==> config.mk <==
export PLATFORM = sky130hd
export DESIGN_NAME = tlc_nphase_flat
export DESIGN_NICKNAME = d
export VERILOG_FILES = /design/src/rtl/light_package.sv /design/src/rtl/tlc_nphase_if.sv /design/src/rtl/tlc_rr_arbiter.sv /design/src/rtl/tlc_nphase.sv /design/src/flat_wrapper.sv
export SDC_FILE = /design/constraint.sdc
export NUM_CORES = 1
export LEC_CHECK = 0
export CAP_MARGIN = 30
export CORE_MARGIN = 8
export CORE_UTILIZATION = 35
export CTS_CLUSTER_DIAMETER = 30
export DETAILED_ROUTE_END_ITERATION = 7
export GPL_ROUTABILITY_DRIVEN = 0
export HOLD_SLACK_MARGIN = 0.05
export SLEW_MARGIN = 25
export SYNTH_ARGS = -nofsm -noshare
export SYNTH_HDL_FRONTEND = slang
export SYNTH_SLANG_ARGS = --single-unit
export TNS_END_PERCENT = 100
==> constraint.sdc <==
create_clock -name clk -period 5.8 [get_ports clk]
set_clock_uncertainty 0.1 [all_clocks]
set_input_delay 1.16 -clock clk [delete_from_list [all_inputs] [get_ports clk]]
set_output_delay 1.16 -clock clk [all_outputs]
set_load 0.03 [all_outputs]
==> src/rtl/light_package.sv <==
// Shared light colours, controller phase states and the default five-phase
// light map for the N-phase traffic light controller.
package light_package;

  typedef enum logic [1:0] {
    COL_RED = 2'd0,
    COL_YEL = 2'd1,
    COL_GRN = 2'd2
  } colors;

  typedef enum logic [1:0] {
    ALLRED = 2'd0,
    GREEN  = 2'd1,
    YELLOW = 2'd2
  } tlc_phase_state_e;

  // Light head bit positions used by the default map
  localparam int unsigned L_ES = 0;
  localparam int unsigned L_EL = 1;
  localparam int unsigned L_WS = 2;
  localparam int unsigned L_WL = 3;
  localparam int unsigned L_NS = 4;

  // Phase 0..4 = {ES+WS, EL+ES, WL+WS, WL+EL, NS}; entry 4 is leftmost
  localparam logic [4:0][4:0] DEFAULT_MAP = {
    5'b10000,
    5'b01010,
    5'b01100,
    5'b00011,
    5'b00101
  };

endpackage

==> src/rtl/tlc_nphase_if.sv <==
// Sensor/preempt inputs and light/phase outputs of the N-phase controller.
interface tlc_nphase_if
  import light_package::*;
#(
  parameter int NLIGHT = 5,
  parameter int NPHASE = 5
);
  localparam int PW = $clog2(NPHASE);

  logic [NLIGHT-1:0]        sensor;
  logic                     preempt;
  logic [PW-1:0]            preempt_phase;
  colors [NLIGHT-1:0]       light;
  logic [PW-1:0]            phase_idx;
  tlc_phase_state_e         phase_state;

  modport master (
    output sensor, preempt, preempt_phase,
    input  light, phase_idx, phase_state
  );

  modport slave (
    input  sensor, preempt, preempt_phase,
    output light, phase_idx, phase_state
  );

endinterface

==> src/rtl/tlc_rr_arbiter.sv <==
// Round-robin phase picker: first requesting phase after i_last, with wrap;
// the phase at i_last itself is considered last.
module tlc_rr_arbiter #(
  parameter int NPHASE = 5,
  localparam int PW = $clog2(NPHASE)
) (
  input  logic [NPHASE-1:0] i_req,
  input  logic [PW-1:0]     i_last,
  output logic [PW-1:0]     o_grant,
  output logic              o_valid
);

  int w_k;

  // Walk from farthest to nearest so the nearest requester wins
  always_comb begin
    o_grant = i_last;
    o_valid = 1'b0;
    w_k     = 0;
    for (int i = NPHASE; i >= 1; i--) begin
      w_k = (int'(i_last) + i) % NPHASE;
      if (i_req[w_k]) begin
        o_grant = PW'(w_k);
        o_valid = 1'b1;
      end
    end
  end

endmodule

==> src/rtl/tlc_nphase.sv <==
// N-phase traffic light controller with gap-out / max-green timing.
// Optional emergency preemption is built when TLC_PREEMPT_EN is defined.
module tlc_nphase
  import light_package::*;
#(
  parameter int NLIGHT   = 5,
  parameter int NPHASE   = 5,
  parameter logic [NPHASE-1:0][NLIGHT-1:0] PHASE_MAP = DEFAULT_MAP,
  parameter int YEL_CYC  = 2,
  parameter int RED_CYC  = 1,
  parameter int HOLD_CYC = 5,
  parameter int MAXG_CYC = 10
) (
  input  logic          clk,
  input  logic          reset,
  tlc_nphase_if.slave   bus
);

  localparam int PW = $clog2(NPHASE);
  localparam int CW = $clog2(MAXG_CYC + HOLD_CYC + YEL_CYC + RED_CYC + 1);
  localparam logic [CW-1:0] RED_LIM  = CW'(RED_CYC - 1);
  localparam logic [CW-1:0] YEL_LIM  = CW'(YEL_CYC - 1);
  localparam logic [CW-1:0] HOLD_LIM = CW'(HOLD_CYC);
  localparam logic [CW-1:0] MAXG_LIM = CW'(MAXG_CYC);

  typedef colors [NLIGHT-1:0] light_t;

  function automatic logic [CW-1:0] sat_inc(input logic [CW-1:0] v,
                                            input logic [CW-1:0] lim);
    return (v >= lim) ? lim : v + 1'b1;
  endfunction

  function automatic light_t light_vec(input tlc_phase_state_e st,
                                       input logic [PW-1:0]    ph);
    light_t lv;
    for (int l = 0; l < NLIGHT; l++) begin
      lv[l] = COL_RED;
      if (PHASE_MAP[ph][l] && st == GREEN)       lv[l] = COL_GRN;
      else if (PHASE_MAP[ph][l] && st == YELLOW) lv[l] = COL_YEL;
    end
    return lv;
  endfunction

  tlc_phase_state_e r_state;
  logic [PW-1:0]    r_phase;
  logic [CW-1:0]    r_tmr;
  logic [CW-1:0]    r_gap;
  logic [CW-1:0]    r_max;
  light_t           r_light;

  logic [NPHASE-1:0] w_req;
  logic              w_own;
  logic              w_conf;
  logic [CW-1:0]     w_gap_n;
  logic [CW-1:0]     w_max_n;
  logic [PW-1:0]     w_arb_idx;
  logic              w_arb_vld;
  logic              w_go;
  logic [PW-1:0]     w_nxt;
  logic              w_pre_yel;
  logic              w_pre_hold;

  always_comb begin
    w_req = '0;
    for (int p = 0; p < NPHASE; p++) w_req[p] = |(bus.sensor & PHASE_MAP[p]);
  end

  assign w_own   = |(bus.sensor & PHASE_MAP[r_phase]);
  assign w_conf  = |(bus.sensor & ~PHASE_MAP[r_phase]);
  assign w_gap_n = w_own ? '0 : sat_inc(r_gap, HOLD_LIM);
  assign w_max_n = sat_inc(r_max, MAXG_LIM);

  tlc_rr_arbiter #(.NPHASE(NPHASE)) u_arb (
    .i_req   (w_req),
    .i_last  (r_phase),
    .o_grant (w_arb_idx),
    .o_valid (w_arb_vld)
  );

`ifdef TLC_PREEMPT_EN
  logic w_pre;
  assign w_pre      = bus.preempt && (int'(bus.preempt_phase) < NPHASE);
  assign w_go       = w_pre || w_arb_vld;
  assign w_nxt      = w_pre ? bus.preempt_phase : w_arb_idx;
  assign w_pre_yel  = w_pre && (bus.preempt_phase != r_phase);
  assign w_pre_hold = w_pre && (bus.preempt_phase == r_phase);
`else
  // Preempt ports exist but are not connected to any logic in this build
  logic w_unused_pre;
  assign w_unused_pre = ^{bus.preempt, bus.preempt_phase};
  assign w_go       = w_arb_vld;
  assign w_nxt      = w_arb_idx;
  assign w_pre_yel  = 1'b0;
  assign w_pre_hold = 1'b0;
`endif

  always_ff @(posedge clk) begin
    if (reset) begin
      r_state <= ALLRED;
      r_phase <= PW'(NPHASE - 1);
      r_tmr   <= '0;
      r_gap   <= '0;
      r_max   <= '0;
      r_light <= light_vec(ALLRED, '0);
    end else begin
      unique case (r_state)
        ALLRED: begin
          if (r_tmr != RED_LIM) begin
            r_tmr <= r_tmr + 1'b1;
          end else if (w_go) begin
            r_state <= GREEN;
            r_phase <= w_nxt;
            r_tmr   <= '0;
            r_light <= light_vec(GREEN, w_nxt);
          end
        end
        GREEN: begin
          // Counters are evaluated on their post-increment value so the
          // change happens on the edge where a limit is reached
          if (w_pre_yel || (!w_pre_hold && w_conf &&
                            (w_gap_n == HOLD_LIM || w_max_n == MAXG_LIM))) begin
            r_state <= YELLOW;
            r_tmr   <= '0;
            r_gap   <= '0;
            r_max   <= '0;
            r_light <= light_vec(YELLOW, r_phase);
          end else if (w_pre_hold || !w_conf) begin
            r_gap <= '0;
            r_max <= '0;
          end else begin
            r_gap <= w_gap_n;
            r_max <= w_max_n;
          end
        end
        YELLOW: begin
          if (r_tmr == YEL_LIM) begin
            r_state <= ALLRED;
            r_tmr   <= '0;
            r_light <= light_vec(ALLRED, r_phase);
          end else begin
            r_tmr <= r_tmr + 1'b1;
          end
        end
        default: begin
          r_state <= ALLRED;
          r_tmr   <= '0;
          r_gap   <= '0;
          r_max   <= '0;
          r_light <= light_vec(ALLRED, r_phase);
        end
      endcase
    end
  end

  assign bus.light       = r_light;
  assign bus.phase_idx   = r_phase;
  assign bus.phase_state = r_state;

endmodule

==> src/flat_wrapper.sv <==
// flat-port wrapper written by rule: the top's interface ports become plain ports
module tlc_nphase_flat import light_package::*;
#(
  parameter int NLIGHT   = 5,
  parameter int NPHASE   = 5,
  parameter logic [NPHASE-1:0][NLIGHT-1:0] PHASE_MAP = DEFAULT_MAP,
  parameter int YEL_CYC  = 2,
  parameter int RED_CYC  = 1,
  parameter int HOLD_CYC = 5,
  parameter int MAXG_CYC = 10
)
  (clk, reset, bus_sensor, bus_preempt, bus_preempt_phase, bus_light, bus_phase_idx, bus_phase_state);
  tlc_nphase_if #(.NLIGHT(NLIGHT), .NPHASE(NPHASE)) bus_i ();
  input  logic clk;
  input  logic reset;
  input wire logic [$bits(bus_i.sensor)-1:0] bus_sensor;
  input wire logic [$bits(bus_i.preempt)-1:0] bus_preempt;
  input wire logic [$bits(bus_i.preempt_phase)-1:0] bus_preempt_phase;
  output wire logic [$bits(bus_i.light)-1:0] bus_light;
  output wire logic [$bits(bus_i.phase_idx)-1:0] bus_phase_idx;
  output wire logic [$bits(bus_i.phase_state)-1:0] bus_phase_state;
  assign bus_i.sensor = bus_sensor;
  assign bus_i.preempt = bus_preempt;
  assign bus_i.preempt_phase = bus_preempt_phase;
  assign bus_light = bus_i.light;
  assign bus_phase_idx = bus_i.phase_idx;
  assign bus_phase_state = bus_i.phase_state;
  tlc_nphase #(.NLIGHT(NLIGHT), .NPHASE(NPHASE), .PHASE_MAP(PHASE_MAP), .YEL_CYC(YEL_CYC), .RED_CYC(RED_CYC), .HOLD_CYC(HOLD_CYC), .MAXG_CYC(MAXG_CYC)) u_core (.clk(clk), .reset(reset), .bus(bus_i));
endmodule
==> results.tsv <==
metric	value	unit
status	completed	
yosysWarnings	0	
grt_pass1_wl	16.4	mm
via_per_inst	5.68	
post-route-period-util	89.9	%
ctsRootBufferMaster	clkbuf_8	
p_total	2.49	mW
grt_util_all_layers	13.6	%
min_path_type	reg -> reg	
fin_crit	5.21	ns
startpoint	u_core.bus.phase_idx[0]	
hold_buffers	0	
post-place-ws	0.654	ns
antenna_left	0	
path_cells	inv_1 > ha_1 > inv_1 > ha_1 > nor2_1 > a21oi_1 > xnor2_1 > ha_1 > nor2b_1 > nor3_2 > a211oi_4 > a311oi_1 > a31oi_2 > nand4_1 > a31oi_2 > a21boi_1	
post-route-drc-count	0	
core_area	10400	um^2
cts_buffer_depth	2	
synth_cells	457	
h-tree-depth	2	
routed_wl	9.73	mm
setup_slack	0.588	ns
clock-sinks	35	
critPathLaunchType	register	
crit_buf_inv	2	
drv_slew	0	
utilization	40.1	%
initial_core_util	36.0	%
worstPathRequired	5.92	ns
num_rows	37	
synth_area_per_cell	8.18	um^2
drive_gt1_share	13.1	%
synth-seq-cells	35	
crit_fanout	13	
die_y	119	um
synth_cell_types	88	
leakagePower	1.66	nW
die_area	14200	um^2
drt_pass1_iterations	5	
post-cts-setup-buffers	0	
grt_max_degree	36	
clkLatencyLatePin	0.29	ns
worst_pin_slew	0.849	ns
layout.area.seq	701	um^2
max_stage_delay	0.61	ns
syn_area	3740	um^2
nFillCells	1062	
end_kind	register	
multi_input_area	2770	um^2
ir_drop	239	uV
wl_per_cell	16.0	um
finalSetupViolations	0	
hp-start	u_core.bus.light[7]	
synth-edff-count	0	
tns	0	ns
yosys-top-cells-area	dfxtp_1 (19%), ha_1 (11%), a21oi_1 (4.3%)	
syn_to_final_growth	11.2	%
p_per_area	599	nW/um^2
path_common_cell	ha_1	
vias	3460	
cts_buffers	5	
cp.arrival	5.33	ns
nets	516	
dp_hpwl	7.49	mm
max_freq	0.192	GHz
syn_nets	501	
cts_resized	0	
synthArstFlopShare	0	%
maxSlewHeadroom	43.2	%
fp.dieW	119	um
first_global_vias	3371	
port_buffers	21	
drv_cap	0	
cts_tree	yes	
clk_pin_slew_worst_paths	0.07	ns
drtIter0Drc	217	
cpLargestDelayFamily	compound AO/OA/AOI/OAI gates	
rsz0062_at_grt	false	
slowest_stage	a31oi_2	
synth_top_area_cell	dfxtp_1	
n_antenna_cell	0	
ys.flop_type	dfxtp_1	
seq_area_frac_synth	18.7	%
rr_startpoint	u_core.bus.phase_idx[0]	
synth_top_area_share	18.7	%
crit_type	reg -> reg	
grt_overflow	0	
hold_viol	0	
ioPinCount	26	
antenna_found_initial	0	
area by class of cell:
class	instances	share of cell area [%]
clock inverters	1	0.181
inverters	33	2.98
repair buffers	31	6.87
flip-flops and latches	35	16.9
well taps	136	4.10
clock buffers	7	2.32
multi-input cells	366	66.7
report_power, final:
group          internal (mW)  switching [mW]
combinational          0.764            1.17
clock                  0.108          0.0890
sequential             0.294          0.0603
total                   1.17            1.32
per-layer routing:
layer	up-vias	track usage [%]	part of all wire, %
met1	1614	18.0	49
li1	1723	-	-
met5	-	0	0
met4	0	4.61	2.4
met2	99	22.0	45
met3	24	2.08	4.1
kinds of logic after synthesis:
logic type	synth area share [%]
XOR/XNOR	4.22
adder cells (fa/ha/maj)	11.0
multiplexers	3.65
AND/OR/NAND/NOR	23.4
flip-flops	18.7
buffers and inverters	7.10
AO/OA/AOI/OAI	31.9
layout by cell type, fill, tap and decap left out, types with 5 or more instances in the layout:
cell type / Yosys / routed
nor2_1: 40 / 40
dfxtp_1: 35 / 35
nand2_1: 34 / 34
ha_1: 33 / 33
a21oi_1: 32 / 32
inv_1: 30 / 30
clkdlybuf4s50_1: 0 / 21
o21ai_0: 12 / 12
nor3_1: 11 / 11
mux2i_1: 10 / 10
buf_4: 1 / 10
nand3_1: 8 / 8
a22o_1: 8 / 8
and2_1: 8 / 8
o21a_1: 7 / 7
nor2b_1: 7 / 7
nand2b_1: 7 / 7
clkbuf_8: 0 / 7
or2_2: 6 / 6
o211ai_1: 6 / 6
o22ai_1: 6 / 6
or3_1: 6 / 6
xnor2_1: 5 / 5
a311oi_1: 5 / 5
o31ai_1: 5 / 5
a22oi_1: 5 / 5
o21ai_1: 5 / 5
synth_stat cells (7+ instances only):
master	instances
nor2_1	40
mux2i_1	10
nand2b_1	7
dfxtp_1	35
inv_1	30
nand3_1	8
o21ai_0	12
a21oi_1	32
o21a_1	7
and2_1	8
ha_1	33
a22o_1	8
nor2b_1	7
nand2_1	34
clkbuf_1	11
nor3_1	11
final timing paths:
kind	cells past startpoint	slack [ns]	endpoint
worst max-delay path	16	0.59	u_core.r_tmr[2]
worst min-delay path	2	0.37	u_core.bus.light[7]
worst max register to register	16	0.59	u_core.r_tmr[2]
worst min register to register	2	0.37	u_core.bus.light[7]
stage by stage:
stage	cell area, um^2	std cells	hold WS [ns]
floorplan	3740	457	0.331
global placement	4050	601	0.341
detailed placement	4050	601	0.346
CTS	4160	609	0.368
global route	4160	609	0.387
finish	4160	609	0.370
worst register-to-register path, cell delays in order (launching register included):
cell      delay (ns)
dfxtp_1         0.46
inv_1           0.17
ha_1            0.52
inv_1           0.11
ha_1            0.25
nor2_1          0.30
a21oi_1         0.14
xnor2_1         0.32
ha_1            0.25
nor2b_1         0.31
nor3_2          0.09
a211oi_4        0.34
a311oi_1        0.22
a31oi_2         0.45
nand4_1         0.26
a31oi_2         0.61
a21boi_1        0.25
Note: power is estimated with default switching activity, not from simulation.
